**config.mk**
```make
export PLATFORM = sky130hd
export DESIGN_NAME = fp_div_mantissa_iter
export DESIGN_NICKNAME = d
export VERILOG_FILES = /design/src/rtl/fp_div_pkg.sv /design/src/rtl/fp_div_step.sv /design/src/rtl/fp_div_mantissa_iter.sv
export SDC_FILE = /design/constraint.sdc
export NUM_CORES = 1
export LEC_CHECK = 0
export BUFFER_PORTS_ARGS = -buffer_cell sky130_fd_sc_hd__clkbuf_2
export CELL_PAD_IN_SITES_DETAIL_PLACEMENT = 2
export CELL_PAD_IN_SITES_GLOBAL_PLACEMENT = 2
export CORE_UTILIZATION = 37
export CTS_BUF_LIST = sky130_fd_sc_hd__clkbuf_2
export DETAILED_ROUTE_END_ITERATION = 16
export PLACE_DENSITY_LB_ADDON = 0.1
export SYNTH_ARGS = -nofsm -noshare
export SYNTH_HDL_FRONTEND = slang
export SYNTH_SLANG_ARGS = --single-unit
```
**constraint.sdc**
```tcl
create_clock -name clk -period 8.3 [get_ports clk]
set_clock_uncertainty 0.15 [all_clocks]
set_input_delay 1.66 -clock clk [delete_from_list [all_inputs] [get_ports clk]]
set_output_delay 1.66 -clock clk [all_outputs]
set_load 0.01 [all_outputs]
```
**src/rtl/fp_div_pkg.sv**
```systemverilog
// Shared types and sizes for the FP32 mantissa divider.
// Widths: QW quotient bits, MW mantissa bits with hidden bit, EXPW exponent bits.
package fp_div_pkg;
  localparam int QW   = 26;
  localparam int MW   = 24;
  localparam int EXPW = 10;

  typedef enum logic [1:0] {
    IDLE,
    CALC,
    DONE
  } div_state_t;

  typedef logic [MW:0] rem_t;
endpackage

```
**src/rtl/fp_div_step.sv**
```systemverilog
// One combinational restoring-division step.
// next_rem is the remainder before the left shift.
module fp_div_step
  import fp_div_pkg::*;
(
  input  rem_t          rem,
  input  logic [MW-1:0] divisor,
  output logic          qbit,
  output rem_t          next_rem
);
  rem_t dv;

  assign dv       = {1'b0, divisor};
  assign qbit     = (rem >= dv);
  assign next_rem = qbit ? (rem - dv) : rem;
endmodule

```
**src/rtl/fp_div_mantissa_iter.sv**
```systemverilog
// Iterative restoring mantissa divider, one quotient bit per cycle.
// FP_DIV_RADIX4_EN chains two steps per cycle for half the latency.
module fp_div_mantissa_iter
  import fp_div_pkg::*;
(
  input  logic            clk,
  input  logic            rst_n,
  input  logic            in_valid,
  output logic            in_ready,
  input  logic [MW-1:0]   dividend_mantissa_normalized,
  input  logic [MW-1:0]   divisor_mantissa_normalized,
  input  logic [7:0]      current_exponent,
  input  logic            result_sign,
  input  logic [4:0]      dividend_shift,
  input  logic [4:0]      divisor_shift,
  output logic            out_valid,
  input  logic            out_ready,
  output logic [QW-1:0]   quotient,
  output logic            sticky,
  output logic [EXPW-1:0] exp_out,
  output logic            sign_out,
  output logic            div_by_zero,
  output logic            zero_result
);
  localparam int CW = $clog2(QW);
`ifdef FP_DIV_RADIX4_EN
  localparam logic [CW-1:0] CNT_INIT = CW'(QW / 2 - 1);
`else
  localparam logic [CW-1:0] CNT_INIT = CW'(QW - 1);
`endif

  div_state_t    state, state_nx;
  rem_t          rem;
  rem_t          rem_last;
  logic [MW-1:0] dvs;
  logic [CW-1:0] cnt;
  logic [QW-1:0] q_nx;
  logic          accept;
  logic          dvs_zero;
  logic          dvd_zero;
  logic          qb0;
  rem_t          nr0;

  assign in_ready = (state == IDLE);
  assign out_valid = (state == DONE);
  assign accept   = in_valid && in_ready;
  assign dvs_zero = (divisor_mantissa_normalized == '0);
  assign dvd_zero = (dividend_mantissa_normalized == '0);

  fp_div_step u_step0 (
    .rem     (rem),
    .divisor (dvs),
    .qbit    (qb0),
    .next_rem(nr0)
  );

`ifdef FP_DIV_RADIX4_EN
  logic qb1;
  rem_t rem1;
  rem_t nr1;

  assign rem1 = rem_t'(nr0 << 1);

  fp_div_step u_step1 (
    .rem     (rem1),
    .divisor (dvs),
    .qbit    (qb1),
    .next_rem(nr1)
  );

  assign q_nx     = {quotient[QW-3:0], qb0, qb1};
  assign rem_last = nr1;
`else
  assign q_nx     = {quotient[QW-2:0], qb0};
  assign rem_last = nr0;
`endif

  always_ff @(posedge clk or negedge rst_n) begin
    if (!rst_n) state <= IDLE;
    else        state <= state_nx;
  end

  always_comb begin
    state_nx = state;
    unique case (state)
      IDLE: if (in_valid) state_nx = (dvs_zero || dvd_zero) ? DONE : CALC;
      CALC: if (cnt == '0) state_nx = DONE;
      DONE: if (out_ready) state_nx = IDLE;
      default: state_nx = IDLE;
    endcase
  end

  always_ff @(posedge clk or negedge rst_n) begin
    if (!rst_n) begin
      rem         <= '0;
      dvs         <= '0;
      cnt         <= '0;
      quotient    <= '0;
      sticky      <= 1'b0;
      exp_out     <= '0;
      sign_out    <= 1'b0;
      div_by_zero <= 1'b0;
      zero_result <= 1'b0;
    end else if (accept) begin
      rem         <= {1'b0, dividend_mantissa_normalized};
      dvs         <= divisor_mantissa_normalized;
      cnt         <= CNT_INIT;
      quotient    <= '0;
      sticky      <= 1'b0;
      exp_out     <= {2'b00, current_exponent}
                   - {5'b0, dividend_shift}
                   + {5'b0, divisor_shift};
      sign_out    <= result_sign;
      div_by_zero <= dvs_zero;
      zero_result <= !dvs_zero && dvd_zero;
    end else if (state == CALC) begin
      quotient <= q_nx;
      rem      <= rem_t'(rem_last << 1);
      cnt      <= cnt - 1'b1;
      if (cnt == '0) sticky <= (rem_last != '0);
    end
  end
endmodule

```
==> results of run 1 <==
cells by family after synthesis:
family | share of synthesized area
AND/OR/NAND/NOR | 0.191
XOR/XNOR | 0.0370
flip-flops | 0.391
buffers and inverters | 0.0474
adder cells (fa/ha/maj) | 0.0830
AO/OA/AOI/OAI | 0.225
multiplexers | 0.0262
placed cells by master (no fill, tap or decap), types with 4 or more instances in the layout:
cell | synthesis | routed
nor2_1 | 32 | 32
o21ai_0 | 88 | 88
nand2_1 | 130 | 130
nand3b_1 | 4 | 4
inv_1 | 43 | 43
xor2_1 | 10 | 10
o31ai_1 | 8 | 8
a21oi_1 | 24 | 24
xnor2_1 | 16 | 16
a221o_1 | 5 | 5
mux2i_1 | 15 | 15
a31oi_1 | 6 | 6
nand2b_1 | 5 | 4
o31a_1 | 4 | 4
a22oi_1 | 21 | 21
o21a_1 | 4 | 4
nor4_1 | 22 | 22
nor3_1 | 11 | 11
and2_1 | 5 | 4
a211oi_1 | 8 | 8
buf_4 | 0 | 7
nand4_1 | 7 | 7
clkbuf_2 | 0 | 120
a21o_1 | 18 | 18
nor2b_1 | 5 | 4
ha_1 | 36 | 36
nand3_1 | 11 | 11
dfrtp_1 | 96 | 96
flip-flops by register name, indices dropped and copies added (netlist names):
register / cells
cnt: 5
div_by_zero: 1
dvs: 24
exp_out: 10
quotient: 26
rem: 25
sign_out: 1
state: 2
sticky: 1
zero_result: 1
layer usage:
layer  routed length, microns  vias to the layer above  global-route usage  share of wire
li1                         -                     2768                   -              -
met4                      364                        0              0.0642          0.017
met1                     9830                     3005               0.347           0.46
met5                        0                        -                   0              0
met2                    10400                      146               0.447           0.49
met3                      798                       29              0.0423          0.037
worst max path at each step:
| stage | from | to | slack [ps] |
|---|---|---|---|
| after CTS | rem[10] | sticky | 4090 |
| after floorplan | current_exponent[0] | exp_out[8] | 4310 |
| after global placement | current_exponent[0] | exp_out[8] | 4090 |
| after detailed placement | current_exponent[0] | exp_out[8] | 3860 |
| final | rem[10] | sticky | 3980 |
| after global routing | rem[10] | sticky | 3760 |
through the flow:
stage | instance area [sq um] | hold slack, ps
2_1_floorplan | 6150 | 300
3_3_place_gp | 6910 | 313
3_5_place_dp | 6910 | 323
4_1_cts | 7030 | 342
5_1_grt | 7030 | 334
6_report | 7030 | 344
area by class of cell:
class                           instances  area (sq um)
Fill cell                            1840          9030
Sequential cell                        96          2400
Timing Repair Buffer                  118           608
Clock buffer                            9          45.0
Multi-Input combinational cell        548          3460
Clock inverter                          6          77.6
Tap cell                              216           270
Antenna cell                            1          2.50
Inverter                               43           161
power by group:
group,switching [mW],leakage (nW),total [mW],internal (mW)
logic,1.59,2.02,2.51,0.923
clock network,0.188,0.0724,0.262,0.0741
registers,0.167,1.22,0.845,0.678
==> impl_results.html, run 1 <==
<table>
<tr><th>Metric</th><th>Value</th></tr>
<tr><th colspan="2">Setup path</th></tr>
<tr><td>FF-to-FF setup slack</td><td>slightly below 4000 ps</td></tr>
<tr><td>Critical path peak fanout</td><td>16</td></tr>
<tr><td>Worst r2r src</td><td>rem[10]</td></tr>
<tr><td>Startpoint types</td><td>flip-flop</td></tr>
<tr><td>Cells along the critical path</td><td>ha_1 -&gt; a21oi_1 -&gt; o21ai_0 -&gt; a2bb2oi_1 -&gt; inv_1 -&gt; o31a_1 -&gt; buf_4 -&gt; mux2i_1 -&gt; nor4b_1 -&gt; a31oi_1</td></tr>
<tr><td>Arrival time reported for the critical path endpoint</td><td>~4800 ps</td></tr>
<tr><td>Stages on the worst setup path</td><td>10</td></tr>
<tr><td>Critical path data required time</td><td>8750 ps</td></tr>
<tr><td>Element type at the critical path end</td><td>flip-flop</td></tr>
<tr><td>Kind of cell adding the most delay to the critical path</td><td>compound AO/OA/AOI/OAI gates</td></tr>
<tr><td>Worst path slowest cell</td><td>o31a_1</td></tr>
<tr><td>Largest stage delay, worst path</td><td>a little over 800 ps</td></tr>
<tr><td>Terminus of the critical flop-to-flop path</td><td>sticky</td></tr>
<tr><td>Bufs and invs on worst path</td><td>2</td></tr>
<tr><td>Start-to-end type of the worst setup path</td><td>flip-flop to flip-flop</td></tr>
<tr><td>Worst Reg2Reg Path Length in Cells</td><td>10</td></tr>
<tr><th colspan="2">Clock network</th></tr>
<tr><td>Post-cts sizing count</td><td>0</td></tr>
<tr><td>Clock tree root driver cell</td><td>clkbuf_2</td></tr>
<tr><td>Number of hold buffers added after CTS</td><td>0</td></tr>
<tr><td>Clock Sink Count</td><td>96</td></tr>
<tr><td>Clock edge transition at the registers on the reported setup and hold paths</td><td>330 ps</td></tr>
<tr><td>Insertion delay of the later-clocked pin in the worst-skew pair</td><td>about 670 ps</td></tr>
<tr><td>CTS tree</td><td>done</td></tr>
<tr><td>Post-CTS setup buffer count</td><td>0</td></tr>
<tr><td>CTS max path bufs</td><td>2</td></tr>
<tr><td>Total number of H-tree levels</td><td>3</td></tr>
<tr><td>Number of buffers inserted during clock tree synthesis</td><td>9</td></tr>
<tr><th colspan="2">Min path</th></tr>
<tr><td>Number of cells traversed by the worst hold path</td><td>1</td></tr>
<tr><td>Hold Crit Class</td><td>flip-flop to flip-flop</td></tr>
<tr><td>Hold-critical path endpoint</td><td>state[0]</td></tr>
<tr><td>Startpoint of the most critical hold path</td><td>state[1]</td></tr>
<tr><th colspan="2">Place</th></tr>
<tr><td>Post-detailed-placement half-perimeter wirelength</td><td>about 17000 microns</td></tr>
<tr><td>Inst Count DP</td><td>1021</td></tr>
<tr><td>DP Worst Slack</td><td>just under 4000 ps</td></tr>
<tr><td>Weighted congestion at the end of routability-driven global placement</td><td>0.882</td></tr>
<tr><td>Number of buffers inserted by port buffering</td><td>approximately 110</td></tr>
<tr><th colspan="2">Logic synthesis</th></tr>
<tr><td>Main flop type after synthesis</td><td>dfrtp_1</td></tr>
<tr><td>Area share of the largest cell type after synthesis</td><td>0.391</td></tr>
<tr><td>Most frequently used cell type in the post-synthesis netlist</td><td>nand2_1</td></tr>
<tr><td>Post-synthesis instance area</td><td>between 0.006 and 0.007 sq mm</td></tr>
<tr><td>Average instance area after synthesis</td><td>between 8 and 9 sq um</td></tr>
<tr><td>Yosys cell types</td><td>60</td></tr>
<tr><td>Instance count of the mapped netlist</td><td>about 720</td></tr>
<tr><td>Yosys reg bits</td><td>between 90 and 100</td></tr>
<tr><td>Register area share after synthesis</td><td>0.391</td></tr>
<tr><td>Number of synthesized flops with an enable pin</td><td>0</td></tr>
<tr><td>Top cell type by total area after synthesis</td><td>dfrtp_1</td></tr>
<tr><td>Top cells by area in the synthesized netlist</td><td>dfrtp_1 (39%), nand2_1 (7.9%), ha_1 (7.3%)</td></tr>
<tr><td>Leading post-synthesis cells by instance count</td><td>nand2_1 (130), dfrtp_1 (96), o21ai_0 (88), inv_1 (43), ha_1 (36)</td></tr>
<tr><td>Synth Net Count</td><td>a little over 800</td></tr>
<tr><td>Count of warnings emitted by yosys</td><td>0</td></tr>
<tr><td>Async set or reset register ratio after synthesis</td><td>1.00</td></tr>
<tr><th colspan="2">Timing</th></tr>
<tr><td>Max Clock Freq</td><td>0.231 GHz</td></tr>
<tr><td>Final setup vio count</td><td>0</td></tr>
<tr><td>Slew Limit Headroom</td><td>0.213</td></tr>
<tr><td>Final period util</td><td>0.521</td></tr>
<tr><td>Setup TNS</td><td>0 ps</td></tr>
<tr><td>Final hold vios</td><td>0</td></tr>
<tr><td>Transition at the pin with the smallest max-transition slack</td><td>1180 ps</td></tr>
<tr><td>Setup repair after global routing missed its margin</td><td>no</td></tr>
<tr><td>Max Transition Viols Final</td><td>0</td></tr>
<tr><td>Final period demand of the worst path</td><td>~4300 ps</td></tr>
<tr><td>Final worst-path setup slack</td><td>about 4000 ps</td></tr>
<tr><th colspan="2">GRT</th></tr>
<tr><td>Global-route wire length before repair</td><td>34000 microns</td></tr>
<tr><td>Number of antenna violations at the first check in global routing</td><td>1</td></tr>
<tr><td>Gr ovfl total</td><td>0</td></tr>
<tr><td>Number of global-route vias before repair</td><td>around 6300</td></tr>
<tr><td>Global router's overall resource usage</td><td>0.262</td></tr>
<tr><td>Pin count of the biggest net entering global routing</td><td>56</td></tr>
<tr><th colspan="2">Routing</th></tr>
<tr><td>Number of detailed-routing iterations run before antenna repair</td><td>5</td></tr>
<tr><td>Drt wl/cell</td><td>just over 20 microns</td></tr>
<tr><td>DRC viols</td><td>0</td></tr>
<tr><td>Antenna-violating nets left</td><td>0</td></tr>
<tr><td>Total wirelength of the detailed-routed design</td><td>21400 microns</td></tr>
<tr><td>First DRT Iteration DRCs</td><td>roughly 270</td></tr>
<tr><td>Via count normalized by instance count</td><td>between 5 and 6</td></tr>
<tr><td>Total via count after detailed routing</td><td>around 5900</td></tr>
<tr><th colspan="2">Power and ir drop</th></tr>
<tr><td>Overall power after layout</td><td>roughly 3.6 mW</td></tr>
<tr><td>Pleak</td><td>3.30 nW</td></tr>
<tr><td>Highest ir drop seen on vdd</td><td>approximately 0.21 mV</td></tr>
<tr><td>Power per unit of standard cell area</td><td>~500 mW/mm^2</td></tr>
<tr><th colspan="2">Die</th></tr>
<tr><td>Die width</td><td>approximately 130 microns</td></tr>
<tr><td>Core Area</td><td>between 0.015 and 0.02 sq mm</td></tr>
<tr><td>Core Rows</td><td>46</td></tr>
<tr><td>Die Ht</td><td>131 microns</td></tr>
<tr><td>Die footprint</td><td>approximately 0.017 sq mm</td></tr>
<tr><td>Starting density of the core</td><td>0.383</td></tr>
<tr><td># IOs</td><td>between 100 and 150</td></tr>
<tr><th colspan="2">Layout</th></tr>
<tr><td>Core utilization of the finished layout</td><td>0.438</td></tr>
<tr><td>Area growth from synthesis to layout</td><td>14.3%</td></tr>
<tr><td>NumNets Final</td><td>between 900 and 1000</td></tr>
<tr><td>Non-filler cells in the finished layout</td><td>roughly 1000</td></tr>
<tr><td>Share of final-layout standard cells stronger than drive strength 1</td><td>0.179</td></tr>
<tr><th colspan="2">Status</th></tr>
<tr><td>Run status</td><td>finished, final reports clean</td></tr>
<tr><th colspan="2">Flow run</th></tr>
<tr><td>Max-cap violations</td><td>0</td></tr>
</table>
Note: power is estimated with default switching activity, not from simulation.
==> inputs of run 2 (changes only) <==
--- a/config.mk
+++ b/config.mk
@@ -8,7 +8,7 @@
 export BUFFER_PORTS_ARGS = -buffer_cell sky130_fd_sc_hd__clkbuf_2
 export CELL_PAD_IN_SITES_DETAIL_PLACEMENT = 2
 export CELL_PAD_IN_SITES_GLOBAL_PLACEMENT = 2
-export CORE_UTILIZATION = 37
+export CORE_UTILIZATION = 31
 export CTS_BUF_LIST = sky130_fd_sc_hd__clkbuf_2
 export DETAILED_ROUTE_END_ITERATION = 16
 export PLACE_DENSITY_LB_ADDON = 0.1
==> constraint.sdc (replaced) <==
create_clock -name clk -period 3.7 [get_ports clk]
set_clock_uncertainty 0.15 [all_clocks]
set_input_delay 0.74 -clock clk [delete_from_list [all_inputs] [get_ports clk]]
set_output_delay 0.74 -clock clk [all_outputs]
set_load 0.01 [all_outputs]
==> run 2 against run 1 <==
The flow now finishes with violations (setup timing). Worst hold slack lost 230 ps. Wire length grew 0.44%. First-iteration DRC count grew 25%. Power grew 140%. Core utilization shrank 5.8 points. Via count shrank 1.0%.
==> impl_results.html, run 2 (synthesis gave the netlist of run 1 again) <==
<table>
<tr><th>Metric</th><th>Value</th></tr>
<tr><th colspan="2">Layout</th></tr>
<tr><td>Share of final-layout standard cells stronger than drive strength 1</td><td>0.222</td></tr>
<tr><td>Most common cell after layout, fill and taps aside</td><td>nand2_1</td></tr>
<tr><td>Area growth from synthesis to layout</td><td>20.2%</td></tr>
<tr><td>Commonest cells after routing, fill and taps aside</td><td>nand2_1 (130), clkbuf_2 (120), dfrtp_1 (96)</td></tr>
<tr><td>Number of fill cells</td><td>between 2000 and 2500</td></tr>
<tr><td>Register with the most flip-flops</td><td>quotient</td></tr>
<tr><td>Largest registers in the final layout</td><td>quotient x26, rem x25, dvs x24</td></tr>
<tr><td>Non-filler cells in the finished layout</td><td>between 1000 and 1500</td></tr>
<tr><td>Core utilization of the finished layout</td><td>0.380</td></tr>
<tr><td>FF/Latch Area</td><td>between 0.002 and 0.0025 sq mm</td></tr>
<tr><td>Flip-flop count of the largest register after layout</td><td>26</td></tr>
<tr><td>Area of the multi-input gates</td><td>around 0.0035 sq mm</td></tr>
<tr><td>NumNets Final</td><td>approximately 960</td></tr>
<tr><th colspan="2">Clock network</th></tr>
<tr><td>Clock Sink Count</td><td>96</td></tr>
<tr><td>Clock edge transition at the registers on the reported setup and hold paths</td><td>about 350 ps</td></tr>
<tr><td>Total number of H-tree levels</td><td>3</td></tr>
<tr><td>Insertion delay of the later-clocked pin in the worst-skew pair</td><td>between 600 and 700 ps</td></tr>
<tr><td>CTS max path bufs</td><td>2</td></tr>
<tr><td>Number of buffers inserted during clock tree synthesis</td><td>9</td></tr>
<tr><td>CTS tree</td><td>done</td></tr>
<tr><td>Clock tree root driver cell</td><td>clkbuf_2</td></tr>
<tr><th colspan="2">Die</th></tr>
<tr><td>Die Ht</td><td>between 100 and 150 microns</td></tr>
<tr><td>Die footprint</td><td>0.0204 sq mm</td></tr>
<tr><td># IOs</td><td>about 110</td></tr>
<tr><td>Die width</td><td>roughly 140 microns</td></tr>
<tr><td>Starting density of the core</td><td>0.316</td></tr>
<tr><td>Core Rows</td><td>about 50</td></tr>
<tr><td>Core Area</td><td>around 0.019 sq mm</td></tr>
<tr><th colspan="2">Power and ir drop</th></tr>
<tr><td>Overall power after layout</td><td>8.55 mW</td></tr>
<tr><td>Power per unit of standard cell area</td><td>about 1200 mW/mm^2</td></tr>
<tr><td>Pleak</td><td>between 3 and 4 nW</td></tr>
<tr><td>Highest ir drop seen on vdd</td><td>around 0.35 mV</td></tr>
<tr><th colspan="2">Setup path</th></tr>
<tr><td>Arrival time reported for the critical path endpoint</td><td>roughly 4300 ps</td></tr>
<tr><td>Worst path slowest cell</td><td>or4_4</td></tr>
<tr><td>Worst Reg2Reg Path Length in Cells</td><td>14</td></tr>
<tr><td>Stages on the worst setup path</td><td>14</td></tr>
<tr><td>Terminus of the critical flop-to-flop path</td><td>sticky</td></tr>
<tr><td>Startpoint types</td><td>flip-flop</td></tr>
<tr><td>Kind of cell adding the most delay to the critical path</td><td>simple AND/OR/NAND/NOR gates</td></tr>
<tr><td>Cells along the critical path</td><td>inv_2 -&gt; ha_4 -&gt; inv_2 -&gt; fa_2 -&gt; a21o_1 -&gt; a41oi_2 -&gt; buf_4 -&gt; a211oi_4 -&gt; or3_4 -&gt; xor2_2 -&gt; or4_4 -&gt; or4_4 -&gt; o41ai_4 -&gt; a31oi_1</td></tr>
<tr><td>Largest stage delay, worst path</td><td>540 ps</td></tr>
<tr><td>Bufs and invs on worst path</td><td>3</td></tr>
<tr><td>Worst r2r src</td><td>rem[0]</td></tr>
<tr><td>Element type at the critical path end</td><td>flip-flop</td></tr>
<tr><td>FF-to-FF setup slack</td><td>-160 ps</td></tr>
<tr><td>Critical path data required time</td><td>between 4000 and 5000 ps</td></tr>
<tr><td>Critical path peak fanout</td><td>2</td></tr>
<tr><td>Start-to-end type of the worst setup path</td><td>flip-flop to flip-flop</td></tr>
<tr><th colspan="2">Routing</th></tr>
<tr><td>First DRT Iteration DRCs</td><td>341</td></tr>
<tr><td>Number of detailed-routing iterations run before antenna repair</td><td>4</td></tr>
<tr><td>Total wirelength of the detailed-routed design</td><td>around 22000 microns</td></tr>
<tr><td>Drt wl/cell</td><td>19.2 microns</td></tr>
<tr><td>Via count normalized by instance count</td><td>~5.3</td></tr>
<tr><td>DRC viols</td><td>0</td></tr>
<tr><td>Total via count after detailed routing</td><td>5888</td></tr>
<tr><td>Antenna-violating nets left</td><td>0</td></tr>
<tr><th colspan="2">GRT</th></tr>
<tr><td>Global-route wire length before repair</td><td>around 35000 microns</td></tr>
<tr><td>Global router's overall resource usage</td><td>0.221</td></tr>
<tr><td>Number of global-route vias before repair</td><td>~6400</td></tr>
<tr><td>Pin count of the biggest net entering global routing</td><td>55</td></tr>
<tr><td>Number of antenna violations at the first check in global routing</td><td>1</td></tr>
<tr><td>Gr ovfl total</td><td>0</td></tr>
<tr><th colspan="2">Timing</th></tr>
<tr><td>Setup TNS</td><td>-163 ps</td></tr>
<tr><td>Max Clock Freq</td><td>approximately 0.26 GHz</td></tr>
<tr><td>Final hold vios</td><td>0</td></tr>
<tr><td>Hold slack final</td><td>between 100 and 150 ps</td></tr>
<tr><td>Slew Limit Headroom</td><td>0.304</td></tr>
<tr><td>Final worst-path setup slack</td><td>-163 ps</td></tr>
<tr><td>Max Transition Viols Final</td><td>0</td></tr>
<tr><td>Final period demand of the worst path</td><td>around 3900 ps</td></tr>
<tr><td>Final setup vio count</td><td>1</td></tr>
<tr><td>Transition at the pin with the smallest max-transition slack</td><td>~1000 ps</td></tr>
<tr><td>Setup repair after global routing missed its margin</td><td>yes</td></tr>
<tr><td>Final period util</td><td>1.04</td></tr>
<tr><th colspan="2">Min path</th></tr>
<tr><td>Startpoint of the most critical hold path</td><td>divisor_mantissa_normalized[13]</td></tr>
<tr><td>Hold-critical path endpoint</td><td>dvs[13]</td></tr>
<tr><td>Hold Crit Class</td><td>input pin to flip-flop</td></tr>
<tr><td>Number of cells traversed by the worst hold path</td><td>3</td></tr>
<tr><th colspan="2">Flow run</th></tr>
<tr><td>Max-cap violations</td><td>0</td></tr>
<tr><th colspan="2">Place</th></tr>
<tr><td>Inst Count DP</td><td>roughly 1100</td></tr>
<tr><td>Post-detailed-placement half-perimeter wirelength</td><td>16900 microns</td></tr>
<tr><td>Number of buffers inserted by port buffering</td><td>approximately 110</td></tr>
<tr><td>Weighted congestion at the end of routability-driven global placement</td><td>between 0.8 and 0.9</td></tr>
<tr><th colspan="2">Status</th></tr>
<tr><td>Run status</td><td>finished, violations left</td></tr>
<tr><td>Violations in the final reports</td><td>setup timing</td></tr>
</table>
[run 2: changes by cell type in the layout (fill, tap and decap cells not counted), moves of 2 or more]
cell,change
or4_4,+2
or4_1,-2
inv_2,+2
inv_1,-2
buf_4,+31
[run 2: repair_timing]
item / in CTS / in global routing
setup endpoints to repair: 1 / 3
pin swaps: 5 / 14
setup buffers: 1 / 4
resized for setup: 5 / 10
endpoints found under the hold margin: 45 / 0
hold buffers: 1 / 0
gates cloned: 0 / 0
[run 2: worst max-delay path by stage]
stage	startpoint	to	slack, ps
CTS	rem[0]	sticky	-220
detailed placement	rem[0]	sticky	-260
finish	rem[0]	sticky	-160
global route	rem[0]	sticky	-320
floorplan	rem[0]	sticky	70
global placement	rem[0]	sticky	-120
[run 2: tightest hold or removal path, stage by stage]
cell	delay, ps
clkbuf_2	90
nand2_1	50
o21ai_0	70
[run 2: metrics by stage]
| stage | setup WS (ps) | cell area (sq um) |
|---|---|---|
| final | -163 | 7390 |
| after floorplan | 67.8 | 6150 |
| after detailed placement | -260 | 7160 |
| after global routing | -317 | 7390 |
| after global placement | -116 | 7160 |
| after CTS | -217 | 7320 |
[run 2: power by group]
group	internal [mW]	switching, mW	total, mW
sequential	1.52	0.353	1.87
combinational	2.41	3.71	6.12
clock	0.112	0.443	0.556
[run 2: metal layers]
metal,wire [microns],part of all wire,track usage
met1,10200,0.47,0.295
met2,10200,0.47,0.369
met3,722,0.034,0.0272
met4,416,0.019,0.0685
met5,0,0,0
[run 2: final cells by class]
| class | count | area share |
|---|---|---|
| multi-input combinational | 548 | 0.477 |
| sequential | 96 | 0.325 |
| timing repair buffer | 150 | 0.115 |
| tap | 265 | 0.0449 |
| inverter | 43 | 0.0218 |
| clock inverter | 7 | 0.00982 |
| clock buffer | 9 | 0.00609 |
| antenna | 2 | 0.000677 |
